## config.mk

```make
export PLATFORM = sky130hd
export DESIGN_NAME = keypad_scan
export DESIGN_NICKNAME = d
export VERILOG_FILES = /design/src/rtl/keypad_scan.sv
export SDC_FILE = /design/constraint.sdc
export NUM_CORES = 1
export LEC_CHECK = 0
export CAP_MARGIN = 20
export CORE_UTILIZATION = 35
export CTS_CLUSTER_SIZE = 20
export DETAILED_ROUTE_END_ITERATION = 12
export DONT_BUFFER_PORTS = 1
export PLACE_DENSITY = 0.49
export SLEW_MARGIN = 15
export SYNTH_ARGS = -nofsm -noshare
export SYNTH_HDL_FRONTEND = slang
export SYNTH_SLANG_ARGS = --single-unit
```

## constraint.sdc

```tcl
create_clock -name clk -period 1.8 [get_ports clk]
set_input_delay 0.27 -clock clk [delete_from_list [all_inputs] [get_ports clk]]
set_output_delay 0.27 -clock clk [all_outputs]
set_load 0.03 [all_outputs]
```

## src/rtl/keypad_scan.sv

```systemverilog
// keypad_scan: 4x4 active-low matrix keypad scanner, debouncer and encoder.
//
// Ports:
//   clk       in   system clock (1 kHz), rising edge
//   rst_n     in   asynchronous active-low reset
//   row[3:0]  in   keypad rows, active-low, asynchronous to clk
//   col[3:0]  out  column drive, active-low one-hot (registered)
//   key[3:0]  out  key code for exactly one cycle per accepted press, 4'hF idle
//   key_held  out  high while the accepted key stays down (incl. release debounce)
//
// Parameters:
//   SETTLE    cycles each column is driven before rows are sampled (>= 3)
//   DEBOUNCE  consecutive stable cycles required for press and for release
module keypad_scan #(
  parameter int unsigned SETTLE   = 3,
  parameter int unsigned DEBOUNCE = 20
) (
  input  logic       clk,
  input  logic       rst_n,
  input  logic [3:0] row,
  output logic [3:0] col,
  output logic [3:0] key,
  output logic       key_held
);

  typedef enum logic [2:0] {
    S_SCAN,
    S_DEBOUNCE,
    S_EMIT,
    S_HOLD,
    S_RELEASE
  } state_e;

  localparam logic [7:0] SETTLE_LAST = 8'(SETTLE - 1);
  localparam logic [7:0] DEB_LAST    = 8'(DEBOUNCE - 1);

  state_e     state_q, state_d;
  logic [3:0] row_m_q, row_s_q;
  logic [1:0] cidx_q, cidx_d;
  logic [7:0] cnt_q, cnt_d;
  logic [3:0] rpat_q, rpat_d;
  logic [3:0] col_q, col_d;
  logic [3:0] key_q, key_d;
  logic       held_q, held_d;

  logic [3:0] row_low;
  logic       single_low;
  logic [1:0] ridx;
  logic [3:0] code;

  // Exactly one low row: inverted pattern is non-zero and a power of two.
  assign row_low    = ~row_s_q;
  assign single_low = (row_low != 4'd0) && ((row_low & (row_low - 4'd1)) == 4'd0);

  always_comb begin
    ridx = 2'd0;
    case (rpat_q)
      4'b1110: ridx = 2'd0;
      4'b1101: ridx = 2'd1;
      4'b1011: ridx = 2'd2;
      4'b0111: ridx = 2'd3;
      default: ridx = 2'd0;
    endcase
  end

  // '#' (r3c2) maps to 4'hF so it is debounced and held but emits nothing.
  always_comb begin
    code = 4'hF;
    case ({ridx, cidx_q})
      4'd0:  code = 4'h1;
      4'd1:  code = 4'h2;
      4'd2:  code = 4'h3;
      4'd3:  code = 4'hA;
      4'd4:  code = 4'h4;
      4'd5:  code = 4'h5;
      4'd6:  code = 4'h6;
      4'd7:  code = 4'hB;
      4'd8:  code = 4'h7;
      4'd9:  code = 4'h8;
      4'd10: code = 4'h9;
      4'd11: code = 4'hC;
      4'd12: code = 4'hE;
      4'd13: code = 4'h0;
      4'd14: code = 4'hF;
      4'd15: code = 4'hD;
      default: code = 4'hF;
    endcase
  end

  always_comb begin
    state_d = state_q;
    cidx_d  = cidx_q;
    cnt_d   = cnt_q + 8'd1;
    rpat_d  = rpat_q;
    key_d   = 4'hF;
    case (state_q)
      S_SCAN: begin
        if (cnt_q == SETTLE_LAST) begin
          cnt_d = '0;
          if (single_low) begin
            rpat_d  = row_s_q;
            state_d = S_DEBOUNCE;
          end else begin
            cidx_d = cidx_q + 2'd1;
          end
        end
      end
      S_DEBOUNCE: begin
        if (row_s_q != rpat_q) begin
          state_d = S_SCAN;
          cnt_d   = '0;
        end else if (cnt_q == DEB_LAST) begin
          state_d = S_EMIT;
          cnt_d   = '0;
          key_d   = code;   // registered, so key is valid during EMIT
        end
      end
      S_EMIT: begin
        state_d = S_HOLD;
        cnt_d   = '0;
      end
      S_HOLD: begin
        if (row_s_q == 4'hF) begin
          state_d = S_RELEASE;
          cnt_d   = '0;
        end
      end
      S_RELEASE: begin
        if (row_s_q != 4'hF) begin
          state_d = S_HOLD;
          cnt_d   = '0;
        end else if (cnt_q == DEB_LAST) begin
          state_d = S_SCAN;
          cidx_d  = 2'd0;
          cnt_d   = '0;
        end
      end
      default: begin
        state_d = S_SCAN;
        cidx_d  = 2'd0;
        cnt_d   = '0;
      end
    endcase
    held_d = (state_d == S_HOLD) || (state_d == S_RELEASE);
    col_d  = ~(4'b0001 << cidx_d);
  end

  always_ff @(posedge clk or negedge rst_n) begin
    if (!rst_n) begin
      state_q <= S_SCAN;
      row_m_q <= '1;
      row_s_q <= '1;
      cidx_q  <= '0;
      cnt_q   <= '0;
      rpat_q  <= '1;
      col_q   <= 4'b1110;
      key_q   <= 4'hF;
      held_q  <= 1'b0;
    end else begin
      state_q <= state_d;
      row_m_q <= row;
      row_s_q <= row_m_q;
      cidx_q  <= cidx_d;
      cnt_q   <= cnt_d;
      rpat_q  <= rpat_d;
      col_q   <= col_d;
      key_q   <= key_d;
      held_q  <= held_d;
    end
  end

  assign col      = col_q;
  assign key      = key_q;
  assign key_held = held_q;

endmodule
```

=== Word level (Yosys, flattened, before mapping) ===
Memories as Yosys holds them, arrays and structs flattened.
Index checks and enable logic that the tools add are counted.

* Reductions and logical operators: 7
* Divide/modulo/power cells: 0
* Equal/unequal tests: 14
* Shifts and indexed selects: 1
* Multiplexer cells: 23
* $add $sub $neg: 3
* $lt $le $gt $ge: 0
* Multipliers: 0
* Bitwise operators: 3

{| class="wikitable"
|+ Operators with widths
! operator !! count
|-
| $mux W8 || 5
|-
| $pmux W8 S4 || 1
|-
| $mux W3 || 7
|-
| $pmux W3 S5 || 1
|-
| $eq A4 B4 Y1 const B || 3
|-
| $mux W4 || 3
|-
| $pmux W2 S3 || 2
|-
| $eq A3 B2 Y1 const B || 3
|-
| $add A8 B1 Y8 const B || 1
|-
| $eq A8 B2 Y1 const B || 1
|-
| $eq A8 B5 Y1 const B || 1
|-
| $mux W2 || 4
|-
| $not A4 Y4 || 2
|-
| $eq A3 B3 Y1 const B || 2
|-
| $and A4 B4 Y4 || 1
|-
| $eq A4 B3 Y1 const B || 1
|-
| $logic_not A4 Y1 || 1
|-
| $ne A4 B4 Y1 || 1
|-
| $ne A4 B4 Y1 const B || 1
|-
| $reduce_bool A4 Y1 || 1
|-
| $shl A1 B2 Y4 const A || 1
|-
| $sub A4 B1 Y4 const B || 1
|-
| $eq A3 B1 Y1 const B || 1
|-
| $logic_not A3 Y1 || 1
|-
| other kinds (5) || 5
|}

* Bits in latches: 0
* Memories kept: 1
* Word-level logic and storage cells: 61
* Bits in writable memories: 0
* Memory bits (read-only): 64
* Output and inout bits: 9
* Bits in registers: 34
* Input port bits: 6

{| class="wikitable"
|+ Memories
! name !! words !! bits a word !! read ports !! clocked after memory_dff !! write ports !! line !! text
|-
| (name not given) || 16 || 4 || 1 || 0 || 0 || 69 || <nowiki>case ({ridx, cidx_q})</nowiki>
|}

=== Logic depth before layout (Yosys ltp) ===
* Depth after elaboration: 10
* Depth in mapped cells: 7
* Depth with buffers taken out: 6

=== Worst setup path after synthesis ===
Ideal clock, no wire load.

* Path type: register -> register
* From: register cidx_q[0]
* To: register col_q[0] (netlist: col[0])
* Setup time: 126 ps
* Path buffers: 1
* Cell stages (with the launch flop): 8
* Arrival time: 1585 ps
* Path slack: 89 ps
* Cell sequence: dfrtp_1 clkbuf_1 inv_1 ha_1 inv_1 and3_1 a31oi_1 o32a_1

* Word-level cells in the longest chain between the ends: 6
* Elaborated cells between the ends (all ways): 8
* Those cells by class: add/sub: 1; shift: 1; mux: 5; bitwise: 1

{| class="wikitable"
|+ RTL lines
! item !! line !! text
|-
| start: declaration || 39 || <nowiki>logic [1:0] cidx_q, cidx_d;</nowiki>
|-
| start signal: assignment || 163 || <nowiki>cidx_q <= cidx_d;</nowiki>
|-
| $add A2 B1 Y2 || 104 || <nowiki>cidx_d = cidx_q + 2'd1;</nowiki>
|-
| $mux W2 || 100 || <nowiki>if (single_low) begin</nowiki>
|-
| $mux W2 || 98 || <nowiki>if (cnt_q == SETTLE_LAST) begin</nowiki>
|-
| $pmux W2 S3 * || 96 || <nowiki>case (state_q)</nowiki>
|-
| $shl A1 B2 Y4 * || 145 || <nowiki>col_d = ~(4'b0001 << cidx_d);</nowiki>
|-
| $not A4 Y4 * || 145 ||
|-
| via col_d[0] || 42 || <nowiki>logic [3:0] col_q, col_d;</nowiki>
|-
| end signal: assignment || 166 || <nowiki>col_q <= col_d;</nowiki>
|-
| end: declaration || 42 ||
|}

Mark *: on every way through the listed nets, which the timed path passes. The rest lies on a longest branch.
A chain may end at the register's enable or synchronous reset.

=== Worst setup path after layout ===
* From: register row_s_q[3]
* To: register cidx_q[0]

* Word-level cells in the longest chain between the ends: 8
* Elaborated cells between the ends (all ways): 11
* Those cells by class: add/sub: 1; eq/ne: 1; mux: 4; bitwise: 2; reduce/logical: 3

{| class="wikitable"
|+ RTL lines
! item !! line !! text
|-
| start: declaration || 38 || <nowiki>logic [3:0] row_m_q, row_s_q;</nowiki>
|-
| start signal: assignment || 162 || <nowiki>row_s_q <= row_m_q;</nowiki>
|-
| $not A4 Y4 || 52 || <nowiki>assign row_low = ~row_s_q;</nowiki>
|-
| $sub A4 B1 Y4 || 53 || <nowiki>assign single_low = (row_low != 4'd0) && ((row_low & (row_low - 4'd1)) == 4'd0);</nowiki>
|-
| $and A4 B4 Y4 || 53 ||
|-
| $logic_not A4 Y1 || 53 ||
|-
| $logic_and A1 B1 Y1 || 53 ||
|-
| $mux W2 || 100 ||
|-
| $mux W2 || 98 ||
|-
| $pmux W2 S3 * || 96 ||
|-
| via cidx_d[0] || 39 ||
|}

Marked as above.

==> impl_metrics.toml <==
[outcome]
status = "finished, final reports clean"

[sta]
slew_headroom_pct = 70.0
worstMarginPinSlew_ns = 0.448
fmax_mhz = 576
skew_ns = 0.00417
fin_ws_ns = 0.0625
hold_viol = 0
period_needed_ns = 1.74
slew_viol_final = 0
post-route-period-util_pct = 96.5
setup_tns_ns = 0
setup_viol = 0
rsz0062_at_grt = "false"

[critical_path]
cp-startpoint = "row_s_q[3]$_DFF_PN1_"
critical_path.max_fanout = 7
path_cells = "nand4_2 -> o31ai_4 -> a2bb2oi_2 -> mux2_2"
timing.rr.start = "row_s_q[3]$_DFF_PN1_"
path_buf_inv = 0
cp.arrival_ns = 1.91
path_delay_family = "flip-flops"
cp.required_ns = 1.97
worstSetupPathType = "reg2reg"
end_kind = "register"
slowest_delay_ns = 0.62
slowest_stage = "dfstp_2"
cp-start-kind = "register"

[run]
max-cap-violations = 0

[clocking]
clockRootBuffer = "clkbuf_8"
clk_latency_ns = 0.29
clock-sinks = 34
cts_tree = "built"
cts-htree-levels = 2
cts_buffers = 5
clk_pin_slew_ns = 0.07
cts_max_path_buffers = 2

[floorplanning]
start_util_pct = 36.3
fp.dieH_um = 74.8
die_area_sq_mm = 0.00559
rows = 26
die_width_um = 74.8
core_area_sq_mm = 0.00511
boundaryPins = 15

[power]
p_clk_share_pct = 21.6
ir_worst_vdd_mv = 0.416
internal-power_mw = 1.85
p_sw_mw = 1.10
p_sw_share_pct = 37.3
pwr-share-seq_pct = 42.0
cellPowerDensity_mw_per_mm2 = 1390
combPwrFrac_pct = 36.4
p_total_mw = 2.96
leakage_nw = 0.860

[global_routing]
grt_first_pass_wirelength_mm = 6.11
grt_pass1_vias = 1278
overflow = 0
antenna_found_initial = 0
grt_usage_pct = 14.8
grt_max_degree = 35

[routing]
ant_nets = 0
drt_wl_total_mm = 3.59
routed_via_density = 5.32
drc = 0
dr.pass1.iters = 4
drt_iter0_markers = 65
vias = 1331
post_drt_wl_per_cell_um = 14.4

[worst_hold_path]
min_from = "row_m_q[2]$_DFF_PN1_"
worstHoldPathType = "reg2reg"

[synthesis]
synth_ff_type = "dfstp_2"
yosys_warnings = 0
synth_nets = 180
ys_seq_area_share_pct = 47.2
synth-async-reset-ratio_pct = 100
syn_area_sq_mm = 0.00185
syn_avg_cell_area_sq_um = 11.1
ys_types = 52
synth_seq_cells = 34
synth_edf_count = 0
synthCells = 167

[final_layout]
diodes = 0
drive_gt1_share_pct = 31.7
fin_nets = 192
area.growth.synth_to_final_pct = 14.4
fin_util_pct = 41.5

[placement]
numPortBuffers = 0
routabilityCongestion = 0.796
dp_slack_ns = 0.101
dp.final_hpwl_mm = 2.45
flip-flops by register name, indices dropped and copies added (netlist names):
| register | cells |
|---|---|
| row_s_q | 4 |
| col | 4 |
| rpat_q | 4 |
| row_m_q | 4 |
| state_q | 3 |
| cnt_q | 8 |
| key_held | 1 |
| key | 4 |
| cidx_q | 2 |
worst reg2reg max path: stages, from the launching register on:
cell       delay, ns
dfstp_2         0.62
nand4_2         0.25
o31ai_4         0.35
a2bb2oi_2       0.12
mux2_2          0.28
stage by stage:
stage,cells,hold slack [ns],instance area (sq um)
floorplan,167,-0.0256,1850
global placement,235,-0.0246,1930
detailed placement,235,-0.0241,1930
CTS,249,0.358,2110
global route,250,0.360,2120
finish,250,0.357,2120
synthesized netlist by cell type, types with 4 or more instances:
master	number	area [sq um]
o21ai_0	5	25.0
a31oi_1	4	25.0
mux2_2	5	56.3
dfstp_2	19	499
a21oi_1	13	65.1
nand2_1	11	41.3
ha_1	7	87.6
nand4_1	4	25.0
nor2_1	9	33.8
nand3_1	4	20.0
dfrtp_1	15	375
xor2_1	10	87.6
inv_1	6	22.5
metal layers:
| layer | GRT usage (%) | part of all wire (%) |
|---|---|---|
| met2 | 23.5 | 49 |
| met4 | 5.87 | 1.5 |
| met1 | 18.6 | 45 |
| met3 | 5.09 | 4.8 |
| met5 | 0 | 0 |
placed cells by master, fill, tap and decap left out, types with 4 or more instances in the layout:
cell type	count
dlygate4sd3_1	5
nand3_1	4
inv_1	6
o21ai_0	5
buf_4	7
a21oi_1	13
clkbuf_8	5
a31oi_1	4
nand4_1	4
nand2_1	11
ha_1	7
dfstp_2	19
dfrtp_1	15
xor2_1	10
nor2_1	9
mux2_2	5
final cells by class:
class	instances	area (sq um)
multi-input combinational	119	911
inverter	6	22.5
fill	511	2990
tap	70	87.6
timing repair buffer	13	123
sequential	34	875
clock inverter	2	10.0
clock buffer	6	93.8
kinds of logic after synthesis:
group           after synthesis  share of synthesized area (%)
compound gates               39                           15.4
flops                        34                           47.2
xor+xnor                     13                           6.14
simple gates                 54                           18.3
fa+ha+maj                     7                           4.72
buf+inv                      14                           4.05
mux                           6                           4.25
worst paths after layout:
kind,cells after the start,endpoint,slack (ns)
worst min-delay path,0,row_s_q[2]$_DFF_PN1_,0.36
min in group asynchronous,2,cidx_q[1]$_DFF_PN0_,0.43
worst max-delay path,4,cidx_q[0]$_DFF_PN0_,0.06
worst max register to register,4,cidx_q[0]$_DFF_PN0_,0.06
worst min register to register,0,row_s_q[2]$_DFF_PN1_,0.36
max in group asynchronous,2,row_m_q[1]$_DFF_PN1_,1.12
what timing repair did:
action / CTS / global route
gates resized for setup: 0 / 3
hold buffers: 6 / 0
setup endpoints to repair: 0 / 10
endpoints found under the hold margin: 38 / 0
buffers inserted: 0 / 1
power groups by stage:
| stage | clock network, mW | logic (mW) | registers (mW) |
|---|---|---|---|
| floorplan | 0 | 0.833 | 1.20 |
| global placement | 0 | 1.01 | 1.24 |
| detailed placement | 0 | 1.02 | 1.26 |
| CTS | 0.661 | 1.06 | 1.24 |
| global route | 0.696 | 1.21 | 1.28 |
| finish | 0.639 | 1.08 | 1.24 |
Power figures use the tool's default switching activity.
